`src/rtl/id_ex_reg_pkg.sv`:
```
`default_nettype none
// ============================================================================
//  Module      : id_ex_reg_pkg
//  Description : Shared MIPS definitions for the ID/EX pipeline register.
//                Holds the ALU function codes, the operand forward-select
//                encoding, the packed ID/EX payload and the forward priority
//                helper used by fwd_mux.
//  Revision    : 1.0 - initial release
// ============================================================================
package id_ex_reg_pkg;

    // ALU function codes
    localparam logic [5:0] ALU_ADD = 6'b000000;
    localparam logic [5:0] ALU_SUB = 6'b000001;
    localparam logic [5:0] ALU_AND = 6'b011000;
    localparam logic [5:0] ALU_OR  = 6'b011110;
    localparam logic [5:0] ALU_XOR = 6'b010110;
    localparam logic [5:0] ALU_SLL = 6'b100000;
    localparam logic [5:0] ALU_SRL = 6'b100001;
    localparam logic [5:0] ALU_SRA = 6'b100011;
    // A bubble carries the all-zero function code
    localparam logic [5:0] ALU_BUBBLE = 6'b000000;

    // Operand source select: register file, EX/MEM result or MEM/WB data
    typedef enum logic [1:0] {
        FWD_RF    = 2'b00,
        FWD_EXMEM = 2'b01,
        FWD_MEMWB = 2'b10
    } fwd_sel_e;

    // Everything the ID/EX register stores
    typedef struct packed {
        logic        valid;
        logic [4:0]  rs;
        logic [4:0]  rt;
        logic [31:0] rs_data;
        logic [31:0] rt_data;
        logic [31:0] imm;
        logic [4:0]  shamt;
        logic        alu_src_a;
        logic        alu_src_b;
        logic [5:0]  alu_fun;
        logic        sign;
        logic        reg_write;
        logic        mem_read;
        logic        mem_write;
        logic [4:0]  wr_addr;
    } id_ex_t;

    // All-zero payload: invalid, no side effects, zero data and register numbers
    localparam id_ex_t ID_EX_BUBBLE = '0;

    // EX/MEM wins over MEM/WB; register 0 is never forwarded.
    function automatic fwd_sel_e fwd_select(
        input logic [4:0] src,
        input logic       ex_rw,
        input logic [4:0] ex_addr,
        input logic       wb_rw,
        input logic [4:0] wb_addr
    );
        fwd_sel_e sel;
        sel = FWD_RF;
        if (src != 5'd0) begin
            if (ex_rw && (ex_addr == src)) begin
                sel = FWD_EXMEM;
            end else if (wb_rw && (wb_addr == src)) begin
                sel = FWD_MEMWB;
            end
        end
        return sel;
    endfunction

endpackage
`default_nettype wire

```
`src/rtl/id_ex_reg_if.sv`:
```
`default_nettype none
// ============================================================================
//  Module      : id_ex_reg_if
//  Description : Bundle between decode / later stages and the ID/EX register.
//                Inputs : decode instruction fields, flush, EX/MEM and MEM/WB
//                         write-back info.
//                Outputs: oStall, registered control and forwarded operands.
//                slave  = the ID/EX register, master = surrounding pipeline.
//  Revision    : 1.0 - initial release
// ============================================================================
interface id_ex_reg_if;
    logic        iValid;
    logic [4:0]  iRs;
    logic [4:0]  iRt;
    logic        iUseRs;
    logic        iUseRt;
    logic [31:0] iRsData;
    logic [31:0] iRtData;
    logic [31:0] iImm;
    logic [4:0]  iShamt;
    logic        iALUSrcA;
    logic        iALUSrcB;
    logic [5:0]  iALUFun;
    logic        iSign;
    logic        iRegWrite;
    logic        iMemRead;
    logic        iMemWrite;
    logic [4:0]  iWrAddr;
    logic        iFlush;
    logic        iExMemRegWrite;
    logic [4:0]  iExMemWrAddr;
    logic [31:0] iExMemResult;
    logic        iMemWbRegWrite;
    logic [4:0]  iMemWbWrAddr;
    logic [31:0] iMemWbData;
    logic        oStall;
    logic        oValid;
    logic [31:0] oA;
    logic [31:0] oB;
    logic [5:0]  oALUFun;
    logic        oSign;
    logic [31:0] oStoreData;
    logic [4:0]  oWrAddr;
    logic        oRegWrite;
    logic        oMemRead;
    logic        oMemWrite;

    modport slave (
        input  iValid, iRs, iRt, iUseRs, iUseRt, iRsData, iRtData, iImm, iShamt,
               iALUSrcA, iALUSrcB, iALUFun, iSign, iRegWrite, iMemRead, iMemWrite,
               iWrAddr, iFlush, iExMemRegWrite, iExMemWrAddr, iExMemResult,
               iMemWbRegWrite, iMemWbWrAddr, iMemWbData,
        output oStall, oValid, oA, oB, oALUFun, oSign, oStoreData, oWrAddr,
               oRegWrite, oMemRead, oMemWrite
    );

    modport master (
        output iValid, iRs, iRt, iUseRs, iUseRt, iRsData, iRtData, iImm, iShamt,
               iALUSrcA, iALUSrcB, iALUFun, iSign, iRegWrite, iMemRead, iMemWrite,
               iWrAddr, iFlush, iExMemRegWrite, iExMemWrAddr, iExMemResult,
               iMemWbRegWrite, iMemWbWrAddr, iMemWbData,
        input  oStall, oValid, oA, oB, oALUFun, oSign, oStoreData, oWrAddr,
               oRegWrite, oMemRead, oMemWrite
    );
endinterface
`default_nettype wire

```
`src/rtl/fwd_mux.sv`:
```
`default_nettype none
// ============================================================================
//  Module      : fwd_mux
//  Description : 3:1 32-bit operand forwarding mux with priority select.
//                i_reg          registered source register number
//                i_rf_data      stored register-file read data
//                i_exmem_*      live EX/MEM write-back info (highest priority)
//                i_memwb_*      live MEM/WB write-back info
//                o_data         resolved operand value
//  Revision    : 1.0 - initial release
// ============================================================================
module fwd_mux
    import id_ex_reg_pkg::*;
(
    input  wire logic [4:0]  i_reg,
    input  wire logic [31:0] i_rf_data,
    input  wire logic        i_exmem_rw,
    input  wire logic [4:0]  i_exmem_addr,
    input  wire logic [31:0] i_exmem_data,
    input  wire logic        i_memwb_rw,
    input  wire logic [4:0]  i_memwb_addr,
    input  wire logic [31:0] i_memwb_data,
    output logic      [31:0] o_data
);

    fwd_sel_e w_sel;

    always_comb begin
        w_sel  = fwd_select(i_reg, i_exmem_rw, i_exmem_addr, i_memwb_rw, i_memwb_addr);
        o_data = i_rf_data;
        case (w_sel)
            FWD_EXMEM: o_data = i_exmem_data;
            FWD_MEMWB: o_data = i_memwb_data;
            default:   o_data = i_rf_data;
        endcase
    end

endmodule
`default_nettype wire

```
`src/rtl/id_ex_reg.sv`:
```
`default_nettype none
// ============================================================================
//  Module      : id_ex_reg
//  Description : ID/EX pipeline register with load-use stall detection,
//                bubble insertion on flush/stall and EX-stage operand
//                forwarding from EX/MEM and MEM/WB.
//                iClk    rising-edge clock
//                iRst_n  asynchronous active-low reset (loads a bubble)
//                bus     decode inputs, write-back info, stall and EX outputs
//  Revision    : 1.0 - initial release
// ============================================================================
module id_ex_reg
    import id_ex_reg_pkg::*;
(
    input  wire logic    iClk,
    input  wire logic    iRst_n,
    id_ex_reg_if.slave   bus
);

    id_ex_t      ex_d;
    id_ex_t      ex_q;
    logic        w_stall;
    logic        w_rs_hit;
    logic        w_rt_hit;
    logic [31:0] w_rs_fwd;
    logic [31:0] w_rt_fwd;

    // Load-use hazard: a load in EX writes a register the decode instruction reads.
    // Depends only on registered state for the EX side, so reset clears it at once.
    always_comb begin
        w_rs_hit = bus.iUseRs && (bus.iRs == ex_q.wr_addr);
        w_rt_hit = bus.iUseRt && (bus.iRt == ex_q.wr_addr);
        w_stall  = bus.iValid && ex_q.valid && ex_q.mem_read &&
                   (ex_q.wr_addr != 5'd0) && (w_rs_hit || w_rt_hit);
    end

    always_comb begin
        ex_d = ID_EX_BUBBLE;
        if (!(bus.iFlush || w_stall)) begin
            ex_d.valid     = bus.iValid;
            ex_d.rs        = bus.iRs;
            ex_d.rt        = bus.iRt;
            ex_d.rs_data   = bus.iRsData;
            ex_d.rt_data   = bus.iRtData;
            ex_d.imm       = bus.iImm;
            ex_d.shamt     = bus.iShamt;
            ex_d.alu_src_a = bus.iALUSrcA;
            ex_d.alu_src_b = bus.iALUSrcB;
            ex_d.alu_fun   = bus.iALUFun;
            ex_d.sign      = bus.iSign;
            ex_d.reg_write = bus.iRegWrite;
            ex_d.mem_read  = bus.iMemRead;
            ex_d.mem_write = bus.iMemWrite;
            ex_d.wr_addr   = bus.iWrAddr;
        end
    end

    always_ff @(posedge iClk or negedge iRst_n) begin
        if (!iRst_n) begin
            ex_q <= ID_EX_BUBBLE;
        end else begin
            ex_q <= ex_d;
        end
    end

    // Forwarding uses the stored register numbers against the live write-back ports
    fwd_mux u_fwd_rs (
        .i_reg        (ex_q.rs),
        .i_rf_data    (ex_q.rs_data),
        .i_exmem_rw   (bus.iExMemRegWrite),
        .i_exmem_addr (bus.iExMemWrAddr),
        .i_exmem_data (bus.iExMemResult),
        .i_memwb_rw   (bus.iMemWbRegWrite),
        .i_memwb_addr (bus.iMemWbWrAddr),
        .i_memwb_data (bus.iMemWbData),
        .o_data       (w_rs_fwd)
    );

    fwd_mux u_fwd_rt (
        .i_reg        (ex_q.rt),
        .i_rf_data    (ex_q.rt_data),
        .i_exmem_rw   (bus.iExMemRegWrite),
        .i_exmem_addr (bus.iExMemWrAddr),
        .i_exmem_data (bus.iExMemResult),
        .i_memwb_rw   (bus.iMemWbRegWrite),
        .i_memwb_addr (bus.iMemWbWrAddr),
        .i_memwb_data (bus.iMemWbData),
        .o_data       (w_rt_fwd)
    );

    assign bus.oStall     = w_stall;
    assign bus.oValid     = ex_q.valid;
    assign bus.oA         = ex_q.alu_src_a ? {27'b0, ex_q.shamt} : w_rs_fwd;
    assign bus.oB         = ex_q.alu_src_b ? ex_q.imm : w_rt_fwd;
    assign bus.oStoreData = w_rt_fwd;
    assign bus.oALUFun    = ex_q.alu_fun;
    assign bus.oSign      = ex_q.sign;
    assign bus.oWrAddr    = ex_q.wr_addr;
    assign bus.oRegWrite  = ex_q.reg_write;
    assign bus.oMemRead   = ex_q.mem_read;
    assign bus.oMemWrite  = ex_q.mem_write;

endmodule
`default_nettype wire
```
`src/flat_wrapper.sv`:
```
// flat-port wrapper written by rule: the top's interface ports become plain ports
module id_ex_reg_flat import id_ex_reg_pkg::*;
  (iClk, iRst_n, bus_iValid, bus_iRs, bus_iRt, bus_iUseRs, bus_iUseRt, bus_iRsData, bus_iRtData, bus_iImm, bus_iShamt, bus_iALUSrcA, bus_iALUSrcB, bus_iALUFun, bus_iSign, bus_iRegWrite, bus_iMemRead, bus_iMemWrite, bus_iWrAddr, bus_iFlush, bus_iExMemRegWrite, bus_iExMemWrAddr, bus_iExMemResult, bus_iMemWbRegWrite, bus_iMemWbWrAddr, bus_iMemWbData, bus_oStall, bus_oValid, bus_oA, bus_oB, bus_oALUFun, bus_oSign, bus_oStoreData, bus_oWrAddr, bus_oRegWrite, bus_oMemRead, bus_oMemWrite);
  id_ex_reg_if bus_i ();
  input  wire logic iClk;
  input  wire logic iRst_n;
  input wire logic [$bits(bus_i.iValid)-1:0] bus_iValid;
  input wire logic [$bits(bus_i.iRs)-1:0] bus_iRs;
  input wire logic [$bits(bus_i.iRt)-1:0] bus_iRt;
  input wire logic [$bits(bus_i.iUseRs)-1:0] bus_iUseRs;
  input wire logic [$bits(bus_i.iUseRt)-1:0] bus_iUseRt;
  input wire logic [$bits(bus_i.iRsData)-1:0] bus_iRsData;
  input wire logic [$bits(bus_i.iRtData)-1:0] bus_iRtData;
  input wire logic [$bits(bus_i.iImm)-1:0] bus_iImm;
  input wire logic [$bits(bus_i.iShamt)-1:0] bus_iShamt;
  input wire logic [$bits(bus_i.iALUSrcA)-1:0] bus_iALUSrcA;
  input wire logic [$bits(bus_i.iALUSrcB)-1:0] bus_iALUSrcB;
  input wire logic [$bits(bus_i.iALUFun)-1:0] bus_iALUFun;
  input wire logic [$bits(bus_i.iSign)-1:0] bus_iSign;
  input wire logic [$bits(bus_i.iRegWrite)-1:0] bus_iRegWrite;
  input wire logic [$bits(bus_i.iMemRead)-1:0] bus_iMemRead;
  input wire logic [$bits(bus_i.iMemWrite)-1:0] bus_iMemWrite;
  input wire logic [$bits(bus_i.iWrAddr)-1:0] bus_iWrAddr;
  input wire logic [$bits(bus_i.iFlush)-1:0] bus_iFlush;
  input wire logic [$bits(bus_i.iExMemRegWrite)-1:0] bus_iExMemRegWrite;
  input wire logic [$bits(bus_i.iExMemWrAddr)-1:0] bus_iExMemWrAddr;
  input wire logic [$bits(bus_i.iExMemResult)-1:0] bus_iExMemResult;
  input wire logic [$bits(bus_i.iMemWbRegWrite)-1:0] bus_iMemWbRegWrite;
  input wire logic [$bits(bus_i.iMemWbWrAddr)-1:0] bus_iMemWbWrAddr;
  input wire logic [$bits(bus_i.iMemWbData)-1:0] bus_iMemWbData;
  output wire logic [$bits(bus_i.oStall)-1:0] bus_oStall;
  output wire logic [$bits(bus_i.oValid)-1:0] bus_oValid;
  output wire logic [$bits(bus_i.oA)-1:0] bus_oA;
  output wire logic [$bits(bus_i.oB)-1:0] bus_oB;
  output wire logic [$bits(bus_i.oALUFun)-1:0] bus_oALUFun;
  output wire logic [$bits(bus_i.oSign)-1:0] bus_oSign;
  output wire logic [$bits(bus_i.oStoreData)-1:0] bus_oStoreData;
  output wire logic [$bits(bus_i.oWrAddr)-1:0] bus_oWrAddr;
  output wire logic [$bits(bus_i.oRegWrite)-1:0] bus_oRegWrite;
  output wire logic [$bits(bus_i.oMemRead)-1:0] bus_oMemRead;
  output wire logic [$bits(bus_i.oMemWrite)-1:0] bus_oMemWrite;
  assign bus_i.iValid = bus_iValid;
  assign bus_i.iRs = bus_iRs;
  assign bus_i.iRt = bus_iRt;
  assign bus_i.iUseRs = bus_iUseRs;
  assign bus_i.iUseRt = bus_iUseRt;
  assign bus_i.iRsData = bus_iRsData;
  assign bus_i.iRtData = bus_iRtData;
  assign bus_i.iImm = bus_iImm;
  assign bus_i.iShamt = bus_iShamt;
  assign bus_i.iALUSrcA = bus_iALUSrcA;
  assign bus_i.iALUSrcB = bus_iALUSrcB;
  assign bus_i.iALUFun = bus_iALUFun;
  assign bus_i.iSign = bus_iSign;
  assign bus_i.iRegWrite = bus_iRegWrite;
  assign bus_i.iMemRead = bus_iMemRead;
  assign bus_i.iMemWrite = bus_iMemWrite;
  assign bus_i.iWrAddr = bus_iWrAddr;
  assign bus_i.iFlush = bus_iFlush;
  assign bus_i.iExMemRegWrite = bus_iExMemRegWrite;
  assign bus_i.iExMemWrAddr = bus_iExMemWrAddr;
  assign bus_i.iExMemResult = bus_iExMemResult;
  assign bus_i.iMemWbRegWrite = bus_iMemWbRegWrite;
  assign bus_i.iMemWbWrAddr = bus_iMemWbWrAddr;
  assign bus_i.iMemWbData = bus_iMemWbData;
  assign bus_oStall = bus_i.oStall;
  assign bus_oValid = bus_i.oValid;
  assign bus_oA = bus_i.oA;
  assign bus_oB = bus_i.oB;
  assign bus_oALUFun = bus_i.oALUFun;
  assign bus_oSign = bus_i.oSign;
  assign bus_oStoreData = bus_i.oStoreData;
  assign bus_oWrAddr = bus_i.oWrAddr;
  assign bus_oRegWrite = bus_i.oRegWrite;
  assign bus_oMemRead = bus_i.oMemRead;
  assign bus_oMemWrite = bus_i.oMemWrite;
  id_ex_reg u_core (.iClk(iClk), .iRst_n(iRst_n), .bus(bus_i));
endmodule
```
`config.mk`:
```
export PLATFORM = sky130hd
export DESIGN_NAME = id_ex_reg_flat
export DESIGN_NICKNAME = d
export VERILOG_FILES = /design/src/rtl/id_ex_reg_pkg.sv /design/src/rtl/id_ex_reg_if.sv /design/src/rtl/fwd_mux.sv /design/src/rtl/id_ex_reg.sv /design/src/flat_wrapper.sv
export SDC_FILE = /design/constraint.sdc
export NUM_CORES = 1
export LEC_CHECK = 0
export CAP_MARGIN = 0
export CORE_MARGIN = 2
export CORE_UTILIZATION = 35
export DETAILED_ROUTE_END_ITERATION = 16
export HOLD_SLACK_MARGIN = 0.03
export PLACE_DENSITY = 0.67
export SETUP_SLACK_MARGIN = 0.4
export SYNTH_ARGS = -nofsm -noshare
export SYNTH_HDL_FRONTEND = slang
export SYNTH_SLANG_ARGS = --single-unit
```
`constraint.sdc`:
```
create_clock -name iClk -period 5.4 [get_ports iClk]
set_clock_uncertainty 0.15 [all_clocks]
set_input_delay 1.08 -clock iClk [delete_from_list [all_inputs] [get_ports iClk]]
set_output_delay 1.08 -clock iClk [all_outputs]
set_load 0.01 [all_outputs]
```
---- Word-level counts from Yosys, hierarchy flattened ----
Cells that the tools add are included.
word-level totals
  output and inout bits ................... 113
  bits in registers ....................... 129
  bits of input ports ..................... 210
cells by class
  eq/ne operators ......................... 10
  multiplexer cells ....................... 11
  reductions and logical operators ........ 15
operator list
  kind                                                                   count
  129-bit 2-to-1 mux                                                     1
  32-bit one-hot mux with 2 select lines                                 2
  32-bit 2-to-1 mux                                                      2
  5-bit equality test                                                    6
  5-bit nonzero test                                                     3
  2-bit 2-to-1 mux                                                       6
  1-bit logical AND                                                      10
  2-bit by 1-bit equality test with 1-bit output, second input constant  2
  2-bit equality test, second input constant                             2
  1-bit logical OR                                                       2

---- Depth between registers and ports, before layout ----
Gate-level depths: netlist of run 1.
  word-level depth ........................ 8
  depth in mapped cells ................... 10

---- Hierarchy ----
A second synthesis of run 1 with hierarchy kept.
unflattened totals
  cells, all modules ...................... 793
  area, all modules ....................... 7,269.5 µm²
modules (own cells, without submodules)
  module                      area an instance (µm²)  seq. area each (µm²)  cells each  times used
  id_ex_reg                   5,770.5                 3,228.1               531         1
  fwd_mux at u_core.u_fwd_rt  753.2                   0.0                   131         1
  fwd_mux at u_core.u_fwd_rs  745.7                   0.0                   131         1

---- Worst setup path before layout of run 1 ----
OpenSTA, ideal clock, no wires.
  kind .................................... input-to-output
  start ................................... input bus_iExMemWrAddr[2]
  end ..................................... output bus_oA[0]
  setup slack ............................. 1.011 ns
  arrival ................................. 3.159 ns
  stages on the path ...................... 9
  required time ........................... 4.170 ns
  path through ............................ xor2_1 nor4_1 and3_1 or4_1 ha_1 clkbuf_1 buf_1 a21oi_1 o21ai_0
between the ends
  word-level cells in the longest chain between the ends .. 7
  elaborated cells between the ends (all ways) .. 8
ends and longest elaborated chain
  what                                                                                   RTL line             RTL
  start: declaration                                                                     flat_wrapper.sv:26   input wire logic [$bits(bus_i.iExMemWrAddr)-1:0] bus_iExMemWrAddr;
  5-bit equality test (*)                                                                id_ex_reg_pkg.sv:64  if (ex_rw && (ex_addr == src)) begin
  1-bit logical AND (*)                                                                  id_ex_reg_pkg.sv:64
  2-bit 2-to-1 mux (*)                                                                   id_ex_reg_pkg.sv:64
  2-bit 2-to-1 mux (*)                                                                   id_ex_reg_pkg.sv:63  if (src != 5'd0) begin
  2-bit equality test or 2-bit by 1-bit equality test with 1-bit output (tied branches)  fwd_mux.sv:31        case (w_sel)
  32-bit one-hot mux with 2 select lines (*)                                             fwd_mux.sv:31
  32-bit 2-to-1 mux (*)                                                                  id_ex_reg.sv:93      assign bus.oA = ex_q.alu_src_a ? {27'b0, ex_q.shamt} : w_rs_fwd;
  end: declaration                                                                       flat_wrapper.sv:33   output wire logic [$bits(bus_i.oA)-1:0] bus_oA;
Mark *: on every way between the ends. The rest lies on a longest branch, timed or not.

---- Worst setup path in the final report of run 1 ----
  start ................................... input bus_iExMemWrAddr[2]
  end ..................................... output bus_oB[27]
between the ends
  word-level cells in the longest chain between the ends .. 7
  elaborated cells between the ends (all ways) .. 8
ends and longest elaborated chain
  what                                                                                   RTL line             RTL
  5-bit equality test (*)                                                                id_ex_reg_pkg.sv:64
  1-bit logical AND (*)                                                                  id_ex_reg_pkg.sv:64
  2-bit 2-to-1 mux (*)                                                                   id_ex_reg_pkg.sv:64
  2-bit 2-to-1 mux (*)                                                                   id_ex_reg_pkg.sv:63
  2-bit equality test or 2-bit by 1-bit equality test with 1-bit output (tied branches)  fwd_mux.sv:31
  32-bit one-hot mux with 2 select lines (*)                                             fwd_mux.sv:31
  32-bit 2-to-1 mux (*)                                                                  id_ex_reg.sv:94      assign bus.oB = ex_q.alu_src_b ? ex_q.imm : w_rt_fwd;
  end: declaration                                                                       flat_wrapper.sv:34   output wire logic [$bits(bus_i.oB)-1:0] bus_oB;
Marks and branches as above.

==> flow_metrics.py, run 1 <==
metrics = {
    "synthesis": {
        "synth-seq-cells": 129,
        "synth_async_sr_flop_share_pct": 100,
        "netlist-cell-type-count": 28,
        "synthesized_instance_count": 800,
        "synth-edff-count": 0,
        "synth_area_per_cell_um2": 8.94,
        "synth_sequential_area_ratio_pct": 45.1,
        "yosys_warnings": 0,
        "synth_fp_nets": 1014,
        "synth_flop_cell": "dfrtp_1",
        "syn-cell-area_um2": 7150,
    },
    "clocking": {
        "cts.reportedPaths.clkPinSlew_ps": 60,
        "cts.sinks": 129,
        "cts_tree": "done",
        "cts_inserted_buffers": 17,
        "cts_max_level": 4,
        "cts-hold-fix-buffers": 0,
        "clk_path_buf_depth": 2,
        "worstSkewPairLatency_ps": 410,
        "cts_root_buffer_type": "clkbuf_16",
    },
    "power_and_ir_drop": {
        "power_switching_uw": 681,
        "power_density_nw_per_um2": 241,
        "sequentialPowerShare_pct": 37.7,
        "power_leakage_nw": 5.01,
        "share_comb_of_total_power_pct": 18.7,
        "share_clk_of_total_power_pct": 43.7,
        "p_int_mw": 2.10,
        "ir_worst_vdd_uv": 241,
        "total_power_consumption_of_the_routed_design_mw": 2.78,
        "swShare_pct": 24.5,
    },
    "detailed_routing": {
        "detail-route-antenna-nets": 0,
        "vias_per_cell": 5.11,
        "drtIter0Drc": 333,
        "final_wl_um": 27300,
        "drt-wirelength-per-cell_um": 19.9,
        "drt_pre_antenna_iters": 5,
        "overall_via_count_from_detail_route": 7035,
        "detail_route.drc_violations": 0,
    },
    "setup_path": {
        "critPathMaxStageDelay_ps": 480,
        "critical-path-top-delay-family": "buffers and inverters",
        "worstPathCellList": "dlygate4sd2_1, xor2_1, nor4_1, and3_2, a2111o_1, ha_4, buf_12, buf_16, nand2_1, o21ai_1, mux2_1, clkdlybuf4s50_1",
        "critical_path_arrival_ps": 3690,
        "setup.worst_path.start_class": "primary input",
        "crit_path_max_fanout": 16,
        "cp.required_ps": 4170,
        "worstReg2RegEnd": "u_core.ex_q[105]",
        "worst-setup-path-type": "primary input to output port",
        "ff2ff_path_depth": 6,
        "cp-end-kind": "output port",
        "r2r_setup_slack_ps": 2560,
        "worstReg2RegStart": "u_core.bus.oWrAddr[0]",
        "cpMaxStageDelayCell": "clkdlybuf4s50_1",
        "count_of_buffering_cells_on_the_critical_path_with_inverters_included": 4,
    },
    "finish": {
        "nets": 1307,
        "syn2layout_area_growth_pct": 61.5,
        "post-route-cell-area_um2": 11600,
        "final_layout_size_suffix_gt1_share_pct": 10.4,
        "num_antenna_cells": 0,
    },
    "sta": {
        "final_max_slew_viol_count": 0,
        "fin_setup_tns_ps": 0,
        "rsz_0062_raised_after_global_routing": "no",
        "time_the_worst_path_needs_with_i_o_delays_and_setup_ps": 4920,
        "worst_hold_slack_ps": 584,
        "slew-limit-headroom_pct": 31.1,
        "timing_worst_slew_pin_value_ps": 1030,
        "postLayoutSetupSlackWorst_ps": 483,
        "setup_viol": 0,
        "timing.final.crit_share_pct": 91.0,
        "clock.fmax_mhz": 203,
        "final-hold-violation-count": 0,
    },
    "floorplan": {
        "die-height_um": 147,
        "core_area_um2": 20200,
        "starting_density_of_the_core_pct": 35.5,
        "rows": 52,
        "die-area_um2": 21600,
        "die_width_um": 147,
        "design.portCount": 323,
    },
    "place": {
        "placed_inst_area_um2": 10600,
        "dp_slack_ps": -7.64,
        "placement.io_buffers": 322,
        "detailed_placer_s_ending_hpwl_um": 18100,
        "gp_congestion": 0.874,
    },
    "global_routing": {
        "antenna_found_initial": 0,
        "largest_net_degree_at_the_start_of_global_routing": 130,
        "grt_first_pass_wirelength_um": 41800,
        "global_route_congestion_overflow_total": 0,
        "vias_in_the_first_global_route": 7133,
        "globalRouteTotalUtil_pct": 25.2,
    },
    "min_path": {
        "worstHoldPathType": "primary input to async pin",
    },
    "job": {
        "timing.max_cap.violations": 0,
    },
    "status": {
        "status": "finished, final reports clean",
    },
}
## worst reg2reg max path: cells and delay by family, from the launching register on
kind / cells / cell delay [ps]
AND/OR/NAND/NOR: 1 / 170
buffers and inverters: 2 / 1240
XOR/XNOR: 1 / 180
flip-flops: 1 / 430
AO/OA/AOI/OAI: 2 / 480
## power groups by stage
| stage | Combinational [mW] | Clock, mW | Sequential (mW) |
|---|---|---|---|
| after floorplan | 0.203 | 0 | 1.05 |
| after global placement | 0.522 | 0 | 1.06 |
| after detailed placement | 0.524 | 0 | 1.06 |
| after CTS | 0.522 | 1.24 | 1.05 |
| after global routing | 0.564 | 1.28 | 1.05 |
| final | 0.520 | 1.22 | 1.05 |
## how the worst max path moves through the flow
| stage | startpoint | end | slack (ps) | cells after the start |
|---|---|---|---|---|
| floorplan | bus_iExMemWrAddr[2] | bus_oA[0] | 1010 | 9 |
| global placement | bus_iExMemWrAddr[2] | bus_oB[11] | 70 | 11 |
| detailed placement | bus_iExMemWrAddr[2] | bus_oB[11] | -8 | 11 |
| CTS | bus_iExMemWrAddr[3] | bus_oB[27] | 270 | 12 |
| global route | bus_iExMemWrAddr[2] | bus_oB[5] | 400 | 13 |
| finish | bus_iExMemWrAddr[2] | bus_oB[27] | 480 | 12 |
## final cells by class
| type | count | area (um2) |
|---|---|---|
| Sequential cell | 129 | 3230 |
| Fill cell | 1879 | 8620 |
| Clock buffer | 24 | 502 |
| Timing Repair Buffer | 361 | 3720 |
| Multi-Input combinational cell | 584 | 3630 |
| Tap cell | 270 | 338 |
| Clock inverter | 8 | 126 |
## Yosys cell counts (all sizes together), types with 8 or more instances
master / number / area [um2]
a21oi: 162 / 811
dfrtp: 129 / 3230
nand2b: 129 / 807
a22oi: 64 / 480
nor2: 62 / 233
buf: 44 / 268
clkbuf: 43 / 161
nand2: 43 / 161
o21ai: 39 / 195
mux2: 32 / 360
xnor2: 21 / 184
xor2: 8 / 70.1
## sequential cells by signal (all words and copies together), names as in the netlist
name	count
u_core.bus.oMemWrite	1
u_core.bus.oRegWrite	1
u_core.bus.oALUFun	6
u_core.ex_q	113
u_core.bus.oWrAddr	5
u_core.bus.oMemRead	1
u_core.bus.oSign	1
u_core.bus.oValid	1
## layer usage
metal / global-route usage [%] / vias to the layer above / share of wire [%]
met2: 41.7 / 302 / 48
met5: 0 / - / 0
met4: 7.40 / 0 / 2.0
met3: 7.39 / 33 / 7.8
met1: 32.0 / 3379 / 42
li1: - / 3321 / -
## metrics by stage
step | instances | utilization [%]
2_1_floorplan | 800 | -
3_3_place_gp | 1326 | 52.4
3_5_place_dp | 1326 | 52.4
4_1_cts | 1375 | 57.0
5_1_grt | 1376 | 57.3
6_report | 1376 | 57.3
## cell families after synthesis
group	count (synthesis)	synth area share, %
AO/OA/AOI/OAI	269	21.4
AND/OR/NAND/NOR	250	18.2
flip-flops	129	45.1
buffers and inverters	87	6.00
multiplexers	32	5.04
XOR/XNOR	29	3.55
adder cells (fa/ha/maj)	4	0.700
## placed cells by master (no fill, tap or decap), types with 2 or more instances in the layout
cell type,synthesis,routed
mux2_2,18,18
ha_4,0,3
nand2b_1,129,129
o21ai_2,0,7
a21oi_1,162,160
xor2_1,8,8
a22oi_1,64,62
dlygate4sd2_1,0,70
bufinv_16,0,3
dfrtp_2,0,2
nand4_1,3,3
clkdlybuf4s15_1,0,5
a22oi_2,0,2
dfrtp_1,129,127
mux2_1,14,14
nor4_1,3,3
nand2_2,0,2
or4_1,3,2
buf_4,22,22
clkbuf_8,0,5
buf_16,0,5
clkinvlp_4,0,3
buf_12,0,12
clkdlybuf4s50_1,0,234
xnor2_1,21,20
o21ai_0,39,9
nor2_1,62,62
dlymetal6s2s_1,0,10
clkbuf_16,0,17
nand2_1,43,41
clkbuf_1,43,2
o21ai_1,0,23
## timing repair
item | in CTS | in global routing
gates cloned | 6 | 0
resized for setup | 133 | 17
pin swaps | 11 | 6
setup endpoints to repair | 96 | 74
buffers inserted | 11 | 1
Note: power is estimated with default switching activity, not from simulation.
==> run 2: changes to the inputs <==
--- a/config.mk
+++ b/config.mk
@@ -7,10 +7,10 @@
 export LEC_CHECK = 0
 export CAP_MARGIN = 0
 export CORE_MARGIN = 2
-export CORE_UTILIZATION = 35
+export CORE_UTILIZATION = 46
 export DETAILED_ROUTE_END_ITERATION = 16
 export HOLD_SLACK_MARGIN = 0.03
-export PLACE_DENSITY = 0.67
+export PLACE_DENSITY = 0.85
 export SETUP_SLACK_MARGIN = 0.4
 export SYNTH_ARGS = -nofsm -noshare
 export SYNTH_HDL_FRONTEND = slang
==> flow_metrics.py, run 2 (synthesis results as in run 1) <==
metrics = {
    "setup_path": {
        "cp-end-kind": "output port",
        "setup.worst_path.start_class": "primary input",
        "crit_path_max_fanout": 16,
        "critical_path_arrival_ps": 3660,
        "cpMaxStageDelayCell": "clkdlybuf4s50_1",
        "cp.required_ps": 4170,
        "worstPathCellList": "dlygate4sd2_1, xor2_1, nor4_1, and3_4, a2111o_1, ha_4, bufbuf_16, o21ai_2, mux2_2, clkdlybuf4s50_1",
        "worst-setup-path-type": "primary input to output port",
        "critPathMaxStageDelay_ps": 520,
    },
    "finish": {
        "register_area_um2": 3230,
        "top_register": "u_core.ex_q",
        "final_layout_size_suffix_gt1_share_pct": 10.3,
        "area_of_the_multi_input_gates_um2": 3600,
        "layout.filler_cells": 1110,
        "number_of_flip_flops_in_the_largest_register": 113,
        "commonest_non_fill_non_tap_cell_in_the_layout": "clkdlybuf4s50_1",
        "layout.cells.most_common_list": "clkdlybuf4s50_1, a21oi_1, nand2b_1",
        "nets": 1313,
        "layout.cells.non_filler": 1300,
        "syn2layout_area_growth_pct": 58.9,
    },
    "sta": {
        "setup_viol": 0,
        "rsz_0062_raised_after_global_routing": "no",
        "final_max_slew_viol_count": 0,
        "clock.fmax_mhz": 205,
        "final-hold-violation-count": 0,
        "timing_worst_slew_pin_value_ps": 1140,
        "timing.final.crit_share_pct": 90.5,
        "slew-limit-headroom_pct": 24.1,
        "time_the_worst_path_needs_with_i_o_delays_and_setup_ps": 4890,
        "fin_setup_tns_ps": 0,
    },
    "clocking": {
        "cts.sinks": 129,
        "cts.reportedPaths.clkPinSlew_ps": 60,
        "cts-hold-fix-buffers": 0,
        "clk_path_buf_depth": 2,
        "cts_max_level": 4,
        "worstSkewPairLatency_ps": 410,
        "cts_tree": "done",
        "cts_inserted_buffers": 17,
        "cts_root_buffer_type": "clkbuf_16",
    },
    "job": {
        "timing.max_cap.violations": 0,
    },
    "floorplan": {
        "core_area_um2": 15200,
        "die_width_um": 129,
        "starting_density_of_the_core_pct": 47.0,
        "die-height_um": 129,
        "rows": 45,
        "die-area_um2": 16600,
        "design.portCount": 323,
    },
    "detailed_routing": {
        "vias_per_cell": 5.58,
        "overall_via_count_from_detail_route": 7257,
        "detail_route.drc_violations": 0,
        "detail-route-antenna-nets": 0,
        "drtIter0Drc": 452,
        "drt_pre_antenna_iters": 5,
        "final_wl_um": 25800,
        "drt-wirelength-per-cell_um": 19.9,
    },
    "place": {
        "detailed_placer_s_ending_hpwl_um": 17600,
        "placement.io_buffers": 322,
        "dpl.cell_count": 1244,
        "gp_congestion": 0.924,
    },
    "global_routing": {
        "antenna_found_initial": 0,
        "largest_net_degree_at_the_start_of_global_routing": 86,
        "globalRouteTotalUtil_pct": 30.7,
        "grt_first_pass_wirelength_um": 38900,
        "vias_in_the_first_global_route": 7193,
        "global_route_congestion_overflow_total": 0,
    },
    "min_path": {
        "worstHoldPathType": "primary input to async pin",
    },
    "power_and_ir_drop": {
        "power_density_nw_per_um2": 245,
        "power_leakage_nw": 5.01,
        "ir_worst_vdd_uv": 201,
    },
    "status": {
        "status": "finished, final reports clean",
    },
}
run 2: cell count changes in the layout (fill, tap and decap cells not counted), moves of 4 or more:
cell / previous run / this run
buf_4: 22 / 32
dlygate4sd2_1: 70 / 79
clkdlybuf4s15_1: 5 / 0
clkbuf_8: 5 / 1
run 2: worst max-delay path: cells and delay by family:
family	cells	cell delay (ps)
AND/OR/NAND/NOR	2	550
buffers and inverters	3	1090
XOR/XNOR	1	150
adder cells (fa/ha/maj)	1	260
AO/OA/AOI/OAI	2	340
multiplexers	1	170
run 2: what timing repair did:
item,4_1_cts,5_1_grt
pin swaps,14,10
setup endpoints to repair,96,83
gates cloned,3,0
setup buffers,20,1
gates resized for setup,126,16
run 2: worst paths after layout:
check                                 startpoint                    end  slack [ps]  cells after the start
min reg2reg                    u_core.bus.oValid  u_core.bus.oWrAddr[3]         930                      4
min in group iClk              u_core.bus.oValid  u_core.bus.oWrAddr[3]         930                      4
min                                       iRst_n  u_core.bus.oALUFun[4]         540                      1
max                          bus_iExMemWrAddr[1]             bus_oB[15]         510                     10
max reg2reg                u_core.bus.oWrAddr[4]        u_core.ex_q[28]        2570                      6
max in group asynchronous                 iRst_n       u_core.ex_q[107]        3410                      2
run 2: area by class of cell:
| cell class | count | area share [%] |
|---|---|---|
| repair buffers | 367 | 32.3 |
| clock buffers | 18 | 3.87 |
| multi-input cells | 584 | 31.7 |
| flip-flops and latches | 129 | 28.4 |
| diodes | 1 | 0.0220 |
| well taps | 188 | 2.07 |
| clock inverters | 13 | 1.65 |
run 2: metrics by stage:
step	hold slack [ps]	power (mW)	worst slack (ps)	instance area (um2)	utilization, %
final	545	2.79	512	11400	74.7
after global routing	609	2.89	426	11400	74.7
after global placement	908	1.58	77.1	10400	68.6
after floorplan	634	1.25	1010	7150	-
after CTS	595	2.79	262	11300	74.3
after detailed placement	933	1.59	70.3	10400	68.6
run 2: per-layer routing:
metal  track usage [%]  up-vias  part of all wire [%]  wire length, um
met1              35.7     3431                    37             9650
met5                 0        -                     0                0
met4              13.7        0                   3.4              877
met2              52.6      410                    50            12900
met3              9.15       72                   9.4             2440
li1                  -     3344                     -                -
run 2: where the power goes:
part	switching, mW	internal (mW)
clock network	0.439	0.782
registers	0.0273	1.02
logic	0.227	0.297
total	0.693	2.09
